===== src/rtl/loop_over_all_nibbles.sv =====
// Nibble-serial ALU: one 4-bit slice of word1 op word2 is processed per clock.
// Nibbles above the last mandatory index are only processed for ADD/SUB while
// a carry or a nonzero sign fill could still change them.
module loop_over_all_nibbles #(
   parameter int unsigned WIDTH = 32
) (
   input  logic             clk,
   input  logic             rst,
   input  logic             loop_perm_to_count,
   input  logic [3:0]       ctrl,
   input  logic [WIDTH-1:0] word1,
   input  logic [WIDTH-1:0] word2,
   input  logic [WIDTH-1:0] preinit_result,
   input  logic [2:0]       loop_nibbles_number,
   output logic [WIDTH-1:0] result,
   output logic             busy,
   output logic             result_carry,
   output logic [2:0]       curr_nibble_idx
);

   localparam int unsigned NIBBLES = WIDTH / 4;
   localparam logic [2:0]  LastIdx = 3'(NIBBLES - 1);

   localparam logic [1:0] IDLE = 2'd0;
   localparam logic [1:0] RUN  = 2'd1;
   localparam logic [1:0] DONE = 2'd2;

   localparam logic [2:0] OpSub = 3'b001;
   localparam logic [2:0] OpAnd = 3'b010;
   localparam logic [2:0] OpOr  = 3'b011;
   localparam logic [2:0] OpXor = 3'b100;

   logic [1:0]       state_q, state_d;
   logic [WIDTH-1:0] result_q, result_d;
   logic             carry_q, carry_d;
   logic [2:0]       idx_q, idx_d;

   logic [2:0] op;
   logic       is_sub;
   logic       is_logic;
   logic [2:0] cur_idx;
   logic [4:0] bit_base;
   logic       cin;
   logic       sign;
   logic       fill_nz;
   logic [3:0] a_nib;
   logic [3:0] b_raw;
   logic [3:0] b_nib;
   logic [4:0] sum;
   logic [3:0] nib_res;
   logic       cout;
   logic       finish;
   logic       process;

   // Datapath for the nibble handled at the coming edge and the finish decision.
   always_comb begin
      op       = ctrl[2:0];
      is_sub   = (op == OpSub);
      is_logic = (op == OpAnd) || (op == OpOr) || (op == OpXor);
      // Outside RUN the idx register is parked at 0, so IDLE always starts at nibble 0.
      cur_idx  = (state_q == RUN) ? idx_q : 3'd0;
      bit_base = {cur_idx, 2'b00};
      cin      = (state_q == RUN) ? carry_q : ctrl[3];
      sign     = word2[{loop_nibbles_number, 2'b11}];
      // Effective fill after the SUB inversion; a zero fill cannot change upper nibbles.
      fill_nz  = sign ^ is_sub;
      a_nib    = word1[bit_base +: 4];
      b_raw    = (cur_idx > loop_nibbles_number) ? {4{sign}} : word2[bit_base +: 4];
      b_nib    = is_sub ? ~b_raw : b_raw;
      sum      = {1'b0, a_nib} + {1'b0, b_nib} + {4'b0000, cin};
      case (op)
         OpAnd:   begin nib_res = a_nib & b_raw; cout = 1'b0;   end
         OpOr:    begin nib_res = a_nib | b_raw; cout = 1'b0;   end
         OpXor:   begin nib_res = a_nib ^ b_raw; cout = 1'b0;   end
         default: begin nib_res = sum[3:0];      cout = sum[4]; end
      endcase
      finish = (cur_idx == LastIdx) ||
               ((cur_idx >= loop_nibbles_number) && (is_logic || (!cout && !fill_nz)));
   end

   // Next-state and register updates for the IDLE/RUN/DONE sequencer.
   always_comb begin
      state_d  = state_q;
      result_d = result_q;
      carry_d  = carry_q;
      idx_d    = idx_q;
      process  = loop_perm_to_count && (state_q != DONE);

      case (state_q)
         IDLE, RUN: begin
            if (process) begin
               if (state_q == IDLE) begin
                  result_d = preinit_result;
               end
               result_d[bit_base +: 4] = nib_res;
               carry_d = cout;
               if (finish) begin
                  state_d = DONE;
                  idx_d   = 3'd0;
               end else begin
                  state_d = RUN;
                  idx_d   = cur_idx + 3'd1;
               end
            end else begin
               // Request dropped: abort, keeping the partial result.
               state_d = IDLE;
               idx_d   = 3'd0;
            end
         end
         DONE: begin
            if (!loop_perm_to_count) begin
               state_d = IDLE;
            end
         end
         default: begin
            state_d = IDLE;
            idx_d   = 3'd0;
         end
      endcase
   end

   // State registers with synchronous reset taking priority over any operation.
   always_ff @(posedge clk) begin
      if (rst) begin
         state_q  <= IDLE;
         result_q <= '0;
         carry_q  <= 1'b0;
         idx_q    <= 3'd0;
      end else begin
         state_q  <= state_d;
         result_q <= result_d;
         carry_q  <= carry_d;
         idx_q    <= idx_d;
      end
   end

   assign busy            = loop_perm_to_count && (state_q != DONE) && !rst;
   assign result          = result_q;
   assign result_carry    = carry_q;
   assign curr_nibble_idx = idx_q;

endmodule


===== config.mk =====
export PLATFORM = sky130hd
export DESIGN_NAME = loop_over_all_nibbles
export DESIGN_NICKNAME = d
export VERILOG_FILES = /design/src/rtl/loop_over_all_nibbles.sv
export SDC_FILE = /design/constraint.sdc
export NUM_CORES = 1
export LEC_CHECK = 0
export ABC_AREA = 1
export CAP_MARGIN = 0
export CORE_MARGIN = 5
export CORE_UTILIZATION = 46
export DETAILED_ROUTE_END_ITERATION = 10
export MAX_ROUTING_LAYER = met4
export PLACE_DENSITY = 0.92
export SETUP_SLACK_MARGIN = 0.05
export SYNTH_ARGS = -nofsm -noshare
export SYNTH_HDL_FRONTEND = slang
export SYNTH_SLANG_ARGS = --single-unit

===== constraint.sdc =====
create_clock -name clk -period 5.95 [get_ports clk]
set_input_delay 1.19 -clock clk [delete_from_list [all_inputs] [get_ports clk]]
set_output_delay 1.19 -clock clk [all_outputs]
set_load 0.005 [all_outputs]

==> run summary <==
Fill count: 538
Maxcap violations: 0
Hold depth: 2
Final GP Congestion: 0.940
TNS Setup: 0 ns
Worst reg2reg path endpoint: result[5]$_SDFFE_PP0P_
CTS Hold Buffers Added: 0
Starting Density: 46.9%
Clock Skews: 0.00579 ns
Drt first pass iters: 5
Crit-path slowest cell: clkdlybuf4s50_1
Worst rel slew slack: 42.2%
Core area: 0.00676 mm2
Worst vdd ir: 0.000102 V
Worst Path Required: 6.12 ns
Post-CTS Resized: 0
Register area: 761 um2
Crit path time final: 4.36 ns
Reg-to-reg startpoint: curr_nibble_idx[0]$_SDFFE_PP0N_
Setup crit end: result[5]$_SDFFE_PP0P_
Dpl cell area: 0.00462 mm2
Die Area: 0.00864 mm2
Distinct cell type count after synthesis: 37
Die height: 93.0 um
Remaining DRCs: 0
Switching Share: 32.2%
Crit end category: flop
Clk slew on worst S/H paths: 0.08 ns
Worst-Skew Late Latency: 0.30 ns
Clock power share: 25.9%
Crit Path Max Fanout: 6
Warnings, synthesis: 0
Layout cells sized above 1: 6.59%
WP depth: 15
Antenna diodes: 0
Logic pwr share: 38.7%
Routed len/inst: 16.0 um
Sequential share of the synthesized area: 24.0%
# setup viols final: 0
Post-DP HPWL: 8870 um
Net Switching: 0.000272 W
Crit start category: input port
Synth top area cells: dfxtp_1 (24%), nand2_1 (16%), a21oi_1 (9.8%), ha_1 (6.3%), o21ai_0 (6.0%)
Tcrit/Tclk final: 73.3%
Global-route wire length before repair: 18400 um
Fin. Hold Viols: 0
Post-synth top area share: 24.0%
Initial antenna violation count: 0
Top delay family on crit path: adder cells
R2R depth: 15
LEAKAGE: 2.08 nW
Post-CTS Setup Bufs: 0
Gate Count Post-Synth: 501
I/O pin count: 143
Clk sink count: 38
Worst-margin pin slew: 0.867 ns
Area occupied by multi-input gates: 0.00212 mm2
Post-synth top area cell: dfxtp_1
PortBufs: 142
Final ANT Viol Nets: 0
CP peak stage delay: 0.51 ns
Final Max Slew Viols: 0
Syn_nets: 625
Final nets: 760
Worst Setup SP: loop_nibbles_number[0]
Mapped Area: 0.00317 mm2
Reg power frac: 35.4%
CTS buffer count: 5
Pint: 0.000574 W
P per Cell Area: 179 mW/mm2
Status: finished clean
Worst setup path category: input port to flop
Aggregate global-route resource usage: 26.6%
FF-to-FF setup slack: 1.64 ns
Number of DRC markers in iteration 0: 221
TritonCTS clock tree: built
HP Class: flop to flop
Maximum clock rate: 229 MHz
Clk buf depth: 2
RSZ-0062 raised after global routing: no
Final wirelength: 11500 um
CP cell instances: clkdlybuf4s50_1, ha_1, inv_1, nor2_1, nand2_1, nand4_1, nand2_1, xor2_1, fa_1, inv_1, fa_1, o21ai_0, nor2_1, nand2_1, a21oi_1
CTS H-Tree Depth: 2
WP buf/inv: 3
Layout area overhead: 49.3%
Flops & latches, synth: 38
Design Area, Final: 0.00473 mm2
Crit path DAT: 4.53 ns
DR vias: 4043
Total gr overflow: 0
Chip width: 93.0 um
Avg Vias per Cell: 5.64
Vias in the first global route: 3911
Post-Syn Area per Cell: 6.32 um2
Num rows: 30
Largest net degree at the start of global routing: 38
Clock Tree Root: clkbuf_8
Worst path most repeated cell: nand2_1
[metal layers]
| layer | share of wire, % | global-route usage (%) | vias up |
|---|---|---|---|
| met5 | 0 | - | - |
| met4 | 3.6 | 9.77 | 0 |
| met3 | 6.0 | 4.22 | 41 |
| met2 | 51 | 45.8 | 175 |
| met1 | 40 | 31.3 | 1875 |
| li1 | - | - | 1952 |
[final cells by class]
type,count,share of cell area (%)
clock inverters,1,0.635
repair buffers,143,30.2
well taps,80,2.12
flip-flops and latches,38,16.1
inverters,56,4.45
multi-input cells,392,44.9
clock buffers,7,1.61
[power groups by stage]
stage / combinational [W] / clock (W) / sequential [W]
3_5_place_dp: 0.000322 / 0 / 0.000304
6_report: 0.000327 / 0.000219 / 0.000299
2_1_floorplan: 0.000157 / 0 / 0.000302
3_3_place_gp: 0.000313 / 0 / 0.000304
5_1_grt: 0.000358 / 0.000229 / 0.000302
4_1_cts: 0.000326 / 0.000219 / 0.000299
[stage by stage]
stage | hold WS, ns | std cells | worst slack [ns] | util [%] | power [W]
2_1_floorplan | 0.490 | 501 | 2.33 | - | 0.000459
3_3_place_gp | 0.507 | 709 | 1.51 | 68.4 | 0.000617
3_5_place_dp | 0.510 | 709 | 1.37 | 68.4 | 0.000626
4_1_cts | 0.524 | 717 | 1.67 | 70.0 | 0.000844
5_1_grt | 0.552 | 717 | 1.35 | 70.0 | 0.000889
6_report | 0.525 | 717 | 1.59 | 70.0 | 0.000846
[sequential cells by signal (all words and copies together) (netlist names)]
signal / cells
result_carry: 1
state_q: 2
result: 32
curr_nibble_idx: 3
[worst reg2reg max path, cell delays in order (launching register included)]
cell	delay (ns)
dfxtp_1	0.68
nand2_2	0.53
ha_1	0.47
inv_1	0.04
nor2_1	0.09
nand2_1	0.10
nand4_1	0.17
nand2_1	0.14
xor2_1	0.18
fa_1	0.39
inv_1	0.09
fa_1	0.40
o21ai_0	0.47
nor2_1	0.21
nand2_1	0.13
a21oi_1	0.09
[cells by family (layout without fill, tap and decap cells)]
logic type,Yosys count,count (layout),share of synthesized area [%]
buf+inv,71,207,8.97
xor+xnor,4,4,1.11
mux,1,1,0.316
simple gates,223,223,31.6
compound gates,146,146,26.4
fa+ha+maj,18,18,7.59
flops,38,38,24.0
[layout by cell type (no fill, tap or decap), drive strengths merged]
cell / n
o211ai: 1
mux2i: 1
ha: 16
o221ai: 4
nand3: 37
inv: 55
clkdlybuf4s50: 142
buf: 1
clkbuf: 7
fa: 2
or2: 3
dfxtp: 38
xor2: 4
nand2b: 1
nand2: 135
a21oi: 70
bufinv: 1
o21ai: 56
nor3: 3
nand4: 7
nor2: 37
a31oi: 10
o22ai: 3
clkinv: 1
a32o: 2
[cells in the mapped netlist]
library cell    n
nand2_1       132
a21oi_1        62
inv_1          45
dfxtp_1        38
o21ai_0        38
nor2_1         33
nand3_1        32
o21ai_1        18
ha_1           16
a31oi_1        10
inv_2          10
clkbuf_1        6
nand4_1         6
buf_2           5
nand3_2         5
a21oi_2         4
a21oi_4         4
o221ai_1        4
xor2_1          4
buf_4           3
o22ai_1         3
or2_2           3
a32o_1          2
fa_1            2
nand2_2         2
nor2_2          2
nor3_1          2
buf_1           1
clkinv_1        1
mux2i_1         1
nand2_4         1
nand2b_1        1
nand4_4         1
nor2_4          1
nor2_8          1
nor3_2          1
o211ai_1        1
[how the worst min path moves through the flow]
stage | end | start | slack (ns)
after floorplan | curr_nibble_idx[1]$_SDFFE_PP0N_ | curr_nibble_idx[1]$_SDFFE_PP0N_ | 0.49
after global placement | result[16]$_SDFFE_PP0P_ | result[16]$_SDFFE_PP0P_ | 0.51
after detailed placement | result[10]$_SDFFE_PP0P_ | result[10]$_SDFFE_PP0P_ | 0.51
after CTS | result[10]$_SDFFE_PP0P_ | result[10]$_SDFFE_PP0P_ | 0.52
after global routing | result[11]$_SDFFE_PP0P_ | result[11]$_SDFFE_PP0P_ | 0.55
final | result[2]$_SDFFE_PP0P_ | result[2]$_SDFFE_PP0P_ | 0.52
Power figures use the tool's default switching activity.
